$ cat src/rtl/usb_pkg.sv
// Shared USB constants and the IN-transaction sequencer state type.
package usb_pkg;

    localparam logic [3:0] PID_IN    = 4'b1001;
    localparam logic [3:0] PID_ACK   = 4'b0010;
    localparam logic [3:0] PID_NAK   = 4'b1010;
    localparam logic [3:0] PID_DATA0 = 4'b0011;

    typedef enum logic [2:0] {
        IDLE,
        SEND_IN,
        WAIT_RESP,
        SEND_ACK,
        DONE
    } state_t;

endpackage

$ cat src/rtl/usb_in_txn_ctrl_if.sv
// Bundle between the IN sequencer, the read/write layer and the packet sender/receiver.
interface usb_in_txn_ctrl_if;

    logic        read_req;
    logic [6:0]  read_addr;
    logic [3:0]  read_endp;
    logic        busy;
    logic        read_done;
    logic        read_success;
    logic [63:0] read_data;
    logic        tx_start;
    logic [3:0]  tx_pid;
    logic [6:0]  tx_addr;
    logic [3:0]  tx_endp;
    logic        tx_done;
    logic        host_sending;
    logic        rec_ACK;
    logic        rec_NAK;
    logic        rec_DATA0;
    logic        data_valid;
    logic [63:0] data_rec;

    // master is the sequencer; slave is everything around it
    modport master (
        input  read_req, read_addr, read_endp, tx_done,
               rec_ACK, rec_NAK, rec_DATA0, data_valid, data_rec,
        output busy, read_done, read_success, read_data,
               tx_start, tx_pid, tx_addr, tx_endp, host_sending
    );

    modport slave (
        output read_req, read_addr, read_endp, tx_done,
               rec_ACK, rec_NAK, rec_DATA0, data_valid, data_rec,
        input  busy, read_done, read_success, read_data,
               tx_start, tx_pid, tx_addr, tx_endp, host_sending
    );

endinterface

$ cat src/rtl/usb_resp_timer.sv
// Response-wait timer: counts while enabled and flags the last allowed cycle.
module usb_resp_timer #(
    parameter int TIMEOUT_CYCLES = 255
) (
    input  logic clock,
    input  logic reset,
    input  logic i_clear,
    input  logic i_enable,
    output logic o_expired
);

    localparam int TW = (TIMEOUT_CYCLES > 1) ? $clog2(TIMEOUT_CYCLES) : 1;

    logic [TW-1:0] r_count;

    always_ff @(posedge clock) begin
        if (reset) begin
            r_count <= '0;
        end else if (i_clear) begin
            r_count <= '0;
        end else if (i_enable) begin
            r_count <= r_count + TW'(1);
        end
    end

    assign o_expired = (r_count == TW'(TIMEOUT_CYCLES - 1));

endmodule

$ cat src/rtl/usb_in_txn_ctrl.sv
// Host-side USB IN transaction sequencer: IN token, wait for DATA0/NAK/timeout,
// ACK good data, retry failures up to MAX_ATTEMPTS.
module usb_in_txn_ctrl #(
    parameter int TIMEOUT_CYCLES = 255,
    parameter int MAX_ATTEMPTS   = 8
) (
    input  logic              clock,
    input  logic              reset,
    usb_in_txn_ctrl_if.master bus
);

    import usb_pkg::*;

    localparam int             AW    = $clog2(MAX_ATTEMPTS + 1);
    localparam logic [AW-1:0]  MAX_A = AW'(MAX_ATTEMPTS);

    state_t        r_state;
    state_t        w_next;
    logic          r_firstCycle;
    logic [3:0]    r_txPid;
    logic [6:0]    r_txAddr;
    logic [3:0]    r_txEndp;
    logic [63:0]   r_readData;
    logic [AW-1:0] r_attempts;
    logic          r_success;

    logic w_latchReq;
    logic w_retry;
    logic w_latchData;
    logic w_setSuccess;
    logic w_timerClr;
    logic w_timerEn;
    logic w_expired;

    usb_resp_timer #(.TIMEOUT_CYCLES(TIMEOUT_CYCLES)) u_timer (
        .clock     (clock),
        .reset     (reset),
        .i_clear   (w_timerClr),
        .i_enable  (w_timerEn),
        .o_expired (w_expired)
    );

    always_comb begin
        w_next       = r_state;
        w_latchReq   = 1'b0;
        w_retry      = 1'b0;
        w_latchData  = 1'b0;
        w_setSuccess = 1'b0;
        w_timerClr   = 1'b0;
        w_timerEn    = 1'b0;
        case (r_state)
            IDLE: begin
                if (bus.read_req) begin
                    w_latchReq = 1'b1;
                    w_next     = SEND_IN;
                end
            end
            SEND_IN: begin
                if (bus.tx_done) begin
                    w_timerClr = 1'b1;
                    w_next     = WAIT_RESP;
                end
            end
            WAIT_RESP: begin
                w_timerEn = 1'b1;
                // A real response in the expiry cycle beats the timeout
                if (bus.rec_DATA0 && bus.data_valid) begin
                    w_latchData = 1'b1;
                    w_next      = SEND_ACK;
                end else if (bus.rec_DATA0 || bus.rec_NAK || bus.rec_ACK || w_expired) begin
                    if (r_attempts < MAX_A) begin
                        w_retry = 1'b1;
                        w_next  = SEND_IN;
                    end else begin
                        w_next = DONE;
                    end
                end
            end
            SEND_ACK: begin
                if (bus.tx_done) begin
                    w_setSuccess = 1'b1;
                    w_next       = DONE;
                end
            end
            DONE:    w_next = IDLE;
            default: w_next = IDLE;
        endcase
    end

    always_ff @(posedge clock) begin
        if (reset) begin
            r_state      <= IDLE;
            r_firstCycle <= 1'b0;
            r_txPid      <= '0;
            r_txAddr     <= '0;
            r_txEndp     <= '0;
            r_readData   <= '0;
            r_attempts   <= '0;
            r_success    <= 1'b0;
        end else begin
            r_state      <= w_next;
            r_firstCycle <= (w_next != r_state);
            if (w_latchReq) begin
                r_txAddr   <= bus.read_addr;
                r_txEndp   <= bus.read_endp;
                r_attempts <= AW'(1);
                r_success  <= 1'b0;
                r_txPid    <= PID_IN;
            end
            if (w_retry) begin
                r_attempts <= r_attempts + AW'(1);
                r_txPid    <= PID_IN;
            end
            if (w_latchData) begin
                r_readData <= bus.data_rec;
                r_txPid    <= PID_ACK;
            end
            if (w_setSuccess) begin
                r_success <= 1'b1;
            end
        end
    end

    assign bus.busy         = (r_state != IDLE);
    assign bus.read_done    = (r_state == DONE);
    assign bus.read_success = r_success;
    assign bus.read_data    = r_readData;
    assign bus.host_sending = (r_state == SEND_IN) || (r_state == SEND_ACK);
    assign bus.tx_start     = r_firstCycle && ((r_state == SEND_IN) || (r_state == SEND_ACK));
    assign bus.tx_pid       = r_txPid;
    assign bus.tx_addr      = r_txAddr;
    assign bus.tx_endp      = r_txEndp;

endmodule
$ cat src/flat_wrapper.sv
// flat-port wrapper written by rule: the top's interface ports become plain ports
module usb_in_txn_ctrl_flat import usb_pkg::*;
#(
    parameter int TIMEOUT_CYCLES = 255,
    parameter int MAX_ATTEMPTS   = 8
)
  (clock, reset, bus_read_req, bus_read_addr, bus_read_endp, bus_tx_done, bus_rec_ACK, bus_rec_NAK, bus_rec_DATA0, bus_data_valid, bus_data_rec, bus_busy, bus_read_done, bus_read_success, bus_read_data, bus_tx_start, bus_tx_pid, bus_tx_addr, bus_tx_endp, bus_host_sending);
  usb_in_txn_ctrl_if bus_i ();
  input  logic clock;
  input  logic reset;
  input wire logic [$bits(bus_i.read_req)-1:0] bus_read_req;
  input wire logic [$bits(bus_i.read_addr)-1:0] bus_read_addr;
  input wire logic [$bits(bus_i.read_endp)-1:0] bus_read_endp;
  input wire logic [$bits(bus_i.tx_done)-1:0] bus_tx_done;
  input wire logic [$bits(bus_i.rec_ACK)-1:0] bus_rec_ACK;
  input wire logic [$bits(bus_i.rec_NAK)-1:0] bus_rec_NAK;
  input wire logic [$bits(bus_i.rec_DATA0)-1:0] bus_rec_DATA0;
  input wire logic [$bits(bus_i.data_valid)-1:0] bus_data_valid;
  input wire logic [$bits(bus_i.data_rec)-1:0] bus_data_rec;
  output wire logic [$bits(bus_i.busy)-1:0] bus_busy;
  output wire logic [$bits(bus_i.read_done)-1:0] bus_read_done;
  output wire logic [$bits(bus_i.read_success)-1:0] bus_read_success;
  output wire logic [$bits(bus_i.read_data)-1:0] bus_read_data;
  output wire logic [$bits(bus_i.tx_start)-1:0] bus_tx_start;
  output wire logic [$bits(bus_i.tx_pid)-1:0] bus_tx_pid;
  output wire logic [$bits(bus_i.tx_addr)-1:0] bus_tx_addr;
  output wire logic [$bits(bus_i.tx_endp)-1:0] bus_tx_endp;
  output wire logic [$bits(bus_i.host_sending)-1:0] bus_host_sending;
  assign bus_i.read_req = bus_read_req;
  assign bus_i.read_addr = bus_read_addr;
  assign bus_i.read_endp = bus_read_endp;
  assign bus_i.tx_done = bus_tx_done;
  assign bus_i.rec_ACK = bus_rec_ACK;
  assign bus_i.rec_NAK = bus_rec_NAK;
  assign bus_i.rec_DATA0 = bus_rec_DATA0;
  assign bus_i.data_valid = bus_data_valid;
  assign bus_i.data_rec = bus_data_rec;
  assign bus_busy = bus_i.busy;
  assign bus_read_done = bus_i.read_done;
  assign bus_read_success = bus_i.read_success;
  assign bus_read_data = bus_i.read_data;
  assign bus_tx_start = bus_i.tx_start;
  assign bus_tx_pid = bus_i.tx_pid;
  assign bus_tx_addr = bus_i.tx_addr;
  assign bus_tx_endp = bus_i.tx_endp;
  assign bus_host_sending = bus_i.host_sending;
  usb_in_txn_ctrl #(.TIMEOUT_CYCLES(TIMEOUT_CYCLES), .MAX_ATTEMPTS(MAX_ATTEMPTS)) u_core (.clock(clock), .reset(reset), .bus(bus_i));
endmodule
$ cat config.mk
export PLATFORM = sky130hd
export DESIGN_NAME = usb_in_txn_ctrl_flat
export DESIGN_NICKNAME = d
export VERILOG_FILES = /design/src/rtl/usb_pkg.sv /design/src/rtl/usb_in_txn_ctrl_if.sv /design/src/rtl/usb_resp_timer.sv /design/src/rtl/usb_in_txn_ctrl.sv /design/src/flat_wrapper.sv
export SDC_FILE = /design/constraint.sdc
export NUM_CORES = 1
export LEC_CHECK = 0
export CAP_MARGIN = 20
export CORE_ASPECT_RATIO = 0.8
export CORE_MARGIN = 4
export CORE_UTILIZATION = 37
export CTS_CLUSTER_DIAMETER = 30
export CTS_CLUSTER_SIZE = 16
export DETAILED_ROUTE_END_ITERATION = 10
export PLACE_DENSITY = 0.76
export SETUP_SLACK_MARGIN = 0.4
export SYNTH_ARGS = -nofsm -noshare
export SYNTH_HDL_FRONTEND = slang
export SYNTH_SLANG_ARGS = --single-unit
$ cat constraint.sdc
create_clock -name clock -period 1.8 [get_ports clock]
set_clock_uncertainty 0.15 [all_clocks]
set_input_delay 0.27 -clock clock [delete_from_list [all_inputs] [get_ports clock]]
set_output_delay 0.27 -clock clock [all_outputs]
set_load 0.02 [all_outputs]
==> insert_results.sql <==
INSERT INTO impl_metrics (metric_group, metric, value, unit) VALUES
('yosys', 'synth-compound-area-share', '0.1460', ''),
('drt', 'met2_wirelength', '5724', 'um'),
('drt', 'detailedRoute.firstIterationViolations', '201', ''),
('die', 'chipWidth', '117.3', 'um'),
('cts', 'clock_sinks', '94', ''),
('sta', 'rsz0062_at_grt', 'true', ''),
('global_routing', 'grt_start_max_net_pins', '67', ''),
('placed_design', 'io_buffers', '165', ''),
('sta', 'finalWorstSetupSlack', '0.07710', 'ns'),
('cts', 'worst_skew_pair.late_latency', '0.34', 'ns'),
('final_layout', 'final_instance_area', '0.005802', 'mm^2'),
('drt', 'detail_route.first_pass.iterations', '4', ''),
('yosys', 'average_cell_area_after_synthesis', '8.042', 'um^2'),
('setup_path', 'crit_type', 'reg2reg', ''),
('die', 'count_of_standard_cell_rows', '31', ''),
('drt', 'met3WireLength', '893', 'um'),
('yosys', 'yosysSeqAreaShare', '0.5318', ''),
('yosys', 'asyncSetResetFlopFracSynth', '0', ''),
('outcome', 'outcome', 'completed', ''),
('cts', 'tritoncts', 'done', ''),
('power', 'power_density', '826.7', 'mW/mm^2'),
('final_layout', 'fill_cells', '782', ''),
('placed_design', 'place_hpwl', '7465', 'um'),
('yosys', 'xor_xnor_share_of_the_synthesized_area', '0.01733', ''),
('drt', 'postRouteAntennaNets', '0', ''),
('cts', 'cts-root-to-sink-buffers', '2', ''),
('die', 'ioPinCount', '167', ''),
('power', 'p_leak', '2.369', 'nW'),
('setup_path', 'cp_data_arrival_time', '1.84', 'ns'),
('drt', 'detail_route.wirelength', '11780', 'um'),
('drt', 'top_layer_used', 'met4', ''),
('global_routing', 'global_route_wire_length_before_repair', '16750', 'um'),
('yosys', 'yosys.cell_types.count', '35', ''),
('die', 'core-area', '0.009193', 'mm^2'),
('drt', 'route.detailed.vias_per_inst', '4.973', ''),
('final_layout', 'drive_above_1_share', '0.2965', ''),
('placed_design', 'pre_cts_ws', '-0.08670', 'ns'),
('final_layout', 'synthToLayoutAreaGrowth', '63.97', '%'),
('die', 'chipHeight', '95.47', 'um'),
('die', 'starting_utilization_of_the_core_area', '0.3849', ''),
('drt', 'drt_met1_wl', '4942', 'um'),
('sta', 'setup_viol', '0', ''),
('sta', 'report.final.hold_viol_count', '0', ''),
('yosys', 'synth_warnings', '0', ''),
('cts', 'clk_root_buffer_cell', 'clkbuf_16', ''),
('yosys', 'synthSimpleGateAreaFrac', '0.2415', ''),
('yosys', 'ys_dominant_reg_cell', 'dfxtp_1', ''),
('die', 'dieArea', '0.01120', 'mm^2'),
('cts', 'numCtsBuffers', '9', ''),
('setup_path', 'worstSetupStartpointType', 'flop', ''),
('yosys', 'netlist_area_pre_place', '0.003538', 'mm^2'),
('cts', 'htreeDepth', '3', ''),
('final_layout', 'final_nets', '705', ''),
('global_routing', 'grt_antenna_before_repair', '0', ''),
('final_layout', 'layout.core_utilization', '0.6311', ''),
('sta', 'final.min_clock_period', '1.723', 'ns'),
('final_layout', 'total_inserted_antenna_cells', '0', ''),
('sta', 'final_max_slew_viol_count', '0', ''),
('sta', 'timing.fmax', '580.4', 'MHz'),
('yosys', 'yosys.area_share.adder', '0.01061', ''),
('cts', 'worst_setup_hold_path_clk_slew', '0.07', 'ns'),
('setup_path', 'crit_required', '1.91', 'ns'),
('drt', 'remaining_drc_errors', '0', ''),
('global_routing', 'globalRoute.totalOverflow', '0', ''),
('global_routing', 'first_global_vias', '3466', ''),
('placed_design', 'dpl_cell_area', '0.005353', 'mm^2'),
('sta', 'setup-tns-final', '0', 'ns'),
('setup_path', 'critical_path_peak_fanout', '17', ''),
('yosys', 'ys_ff_latch', '94', ''),
('yosys', 'post_synth_inst_count', '440', ''),
('job', 'max_cap_violations', '0', ''),
('final_layout', 'ff_latch_area', '0.001901', 'mm^2'),
('global_routing', 'total_global_routing_track_utilization', '0.1832', ''),
('drt', 'vias', '3675', ''),
('yosys', 'synth.area.mux_share', '0', ''),
('power', 'peakVddDrop', '0.6905', 'mV'),
('placed_design', 'place.gp.congestion', '0.8172', ''),
('yosys', 'synthesized_netlist_net_count', '526', ''),
('final_layout', 'multi_input_comb_area', '0.001707', 'mm^2'),
('setup_path', 'setup.worst_path.end_class', 'flop', ''),
('yosys', 'dominant_combinational_cell_family_by_area_after_synthesis', 'simple AND/OR/NAND/NOR gates', ''),
('yosys', 'synth_enable_flop_cells', '0', ''),
('sta', 'final_min_period_over_clock_period', '0.9572', ''),
('min_path', 'min_path_type', 'in2reg', ''),
('drt', 'routed_wire_length_per_instance', '15.94', 'um');
per-stage QoR:
step	total power, mW	hold slack [ns]	std cells
after floorplan	2.426	0.2560	440
after global placement	2.751	0.2912	703
after detailed placement	2.762	0.2963	703
after CTS	4.795	0.1238	724
after global routing	4.970	0.1552	739
final	4.796	0.1442	739
critical path: stages, from the launching register on:
cell,delay (ns)
dfxtp_4,0.36
or3b_4,0.44
nor2_4,0.16
buf_12,0.16
clkbuf_16,0.18
nand2_1,0.07
a21oi_1,0.12
cell usage after synthesis (2+ instances only):
master	number	area share
nand2_1	159	0.17
dfxtp_1	94	0.53
a21oi_1	80	0.11
clkbuf_1	18	0.019
nor2_1	12	0.013
buf_4	7	0.015
nand3_1	7	0.0099
a211oi_1	6	0.013
buf_2	5	0.0071
nor3_1	5	0.0071
inv_1	4	0.0042
nand4_1	4	0.0071
xor2_1	4	0.0099
and2_1	3	0.0053
ha_1	3	0.011
nand3b_1	3	0.0064
o21ai_0	3	0.0042
xnor2_1	3	0.0074
a311oi_1	2	0.0050
buf_6	2	0.0064
or3_1	2	0.0035
sequential cells by signal, summed over array words and instances, names as in the netlist:
name and flops:
u_core.bus.read_data 64, u_core.u_timer.r_count 8, u_core.bus.tx_addr 7, u_core.bus.tx_endp 4
u_core.r_attempts 4, u_core.r_state 3, u_core.bus.tx_pid 2, u_core.bus.read_success 1
u_core.r_firstCycle 1
path summary, 6_finish.rpt:
kind                            start                       end  slack (ns)  cells after the start
min                             reset         u_core.r_state[2]        0.14                      2
max reg2reg         u_core.r_state[2]  u_core.bus.read_data[15]        0.08                      6
max                 u_core.r_state[2]  u_core.bus.read_data[15]        0.08                      6
min reg2reg  u_core.bus.read_data[50]  u_core.bus.read_data[50]        0.30                      2
placed cells by master (no fill, tap or decap), types with 2 or more instances in the layout:
| cell type | count |
|---|---|
| a211oi_1 | 6 |
| a21oi_1 | 67 |
| a21oi_2 | 13 |
| a311oi_1 | 2 |
| and2_4 | 3 |
| buf_12 | 6 |
| buf_2 | 6 |
| buf_4 | 21 |
| buf_6 | 5 |
| bufinv_16 | 2 |
| clkbuf_16 | 14 |
| clkbuf_2 | 73 |
| clkdlybuf4s50_1 | 81 |
| clkinvlp_4 | 3 |
| dfxtp_1 | 87 |
| dfxtp_2 | 3 |
| dfxtp_4 | 4 |
| dlymetal6s2s_1 | 2 |
| ha_1 | 2 |
| inv_1 | 2 |
| inv_4 | 2 |
| nand2_1 | 146 |
| nand2_2 | 4 |
| nand2_4 | 9 |
| nand3_1 | 3 |
| nand3_2 | 3 |
| nand3b_1 | 3 |
| nand4_1 | 4 |
| nor2_1 | 12 |
| nor3_1 | 3 |
| nor3_4 | 2 |
| or3_1 | 2 |
| xnor2_1 | 2 |
| xor2_1 | 4 |
logic make-up after synthesis:
| group | count (synthesis) |
|---|---|
| fa+ha+maj | 3 |
| xor+xnor | 7 |
| simple gates | 203 |
| buf+inv | 36 |
| compound gates | 96 |
| flops | 94 |
| other cells | 1 |
layer usage:
layer  global-route usage  vias up
met1               0.2142     1695
met4              0.06738        0
li1                     -     1812
met5                    0        -
met3              0.06999       19
met2               0.3111      149
report_power, final:
part	switching [mW]	internal [mW]
Sequential	0.0311	2.12
Combinational	0.280	0.310
Clock	0.797	1.26
area by class of cell:
type                    count  area share
inverters                   4    0.003451
clock buffers              11     0.04184
clock inverters             5     0.01423
well taps                 115     0.02480
flip-flops and latches     94      0.3276
repair buffers            200      0.2939
multi-input cells         310      0.2942
timing repair:
item / CTS / global route
hold buffers: 0 / 0
cloned: 0 / 6
setup buffers: 5 / 9
resized for setup: 117 / 211
setup endpoints to repair: 176 / 174
pin swaps: 3 / 33
Power figures use the tool's default switching activity.
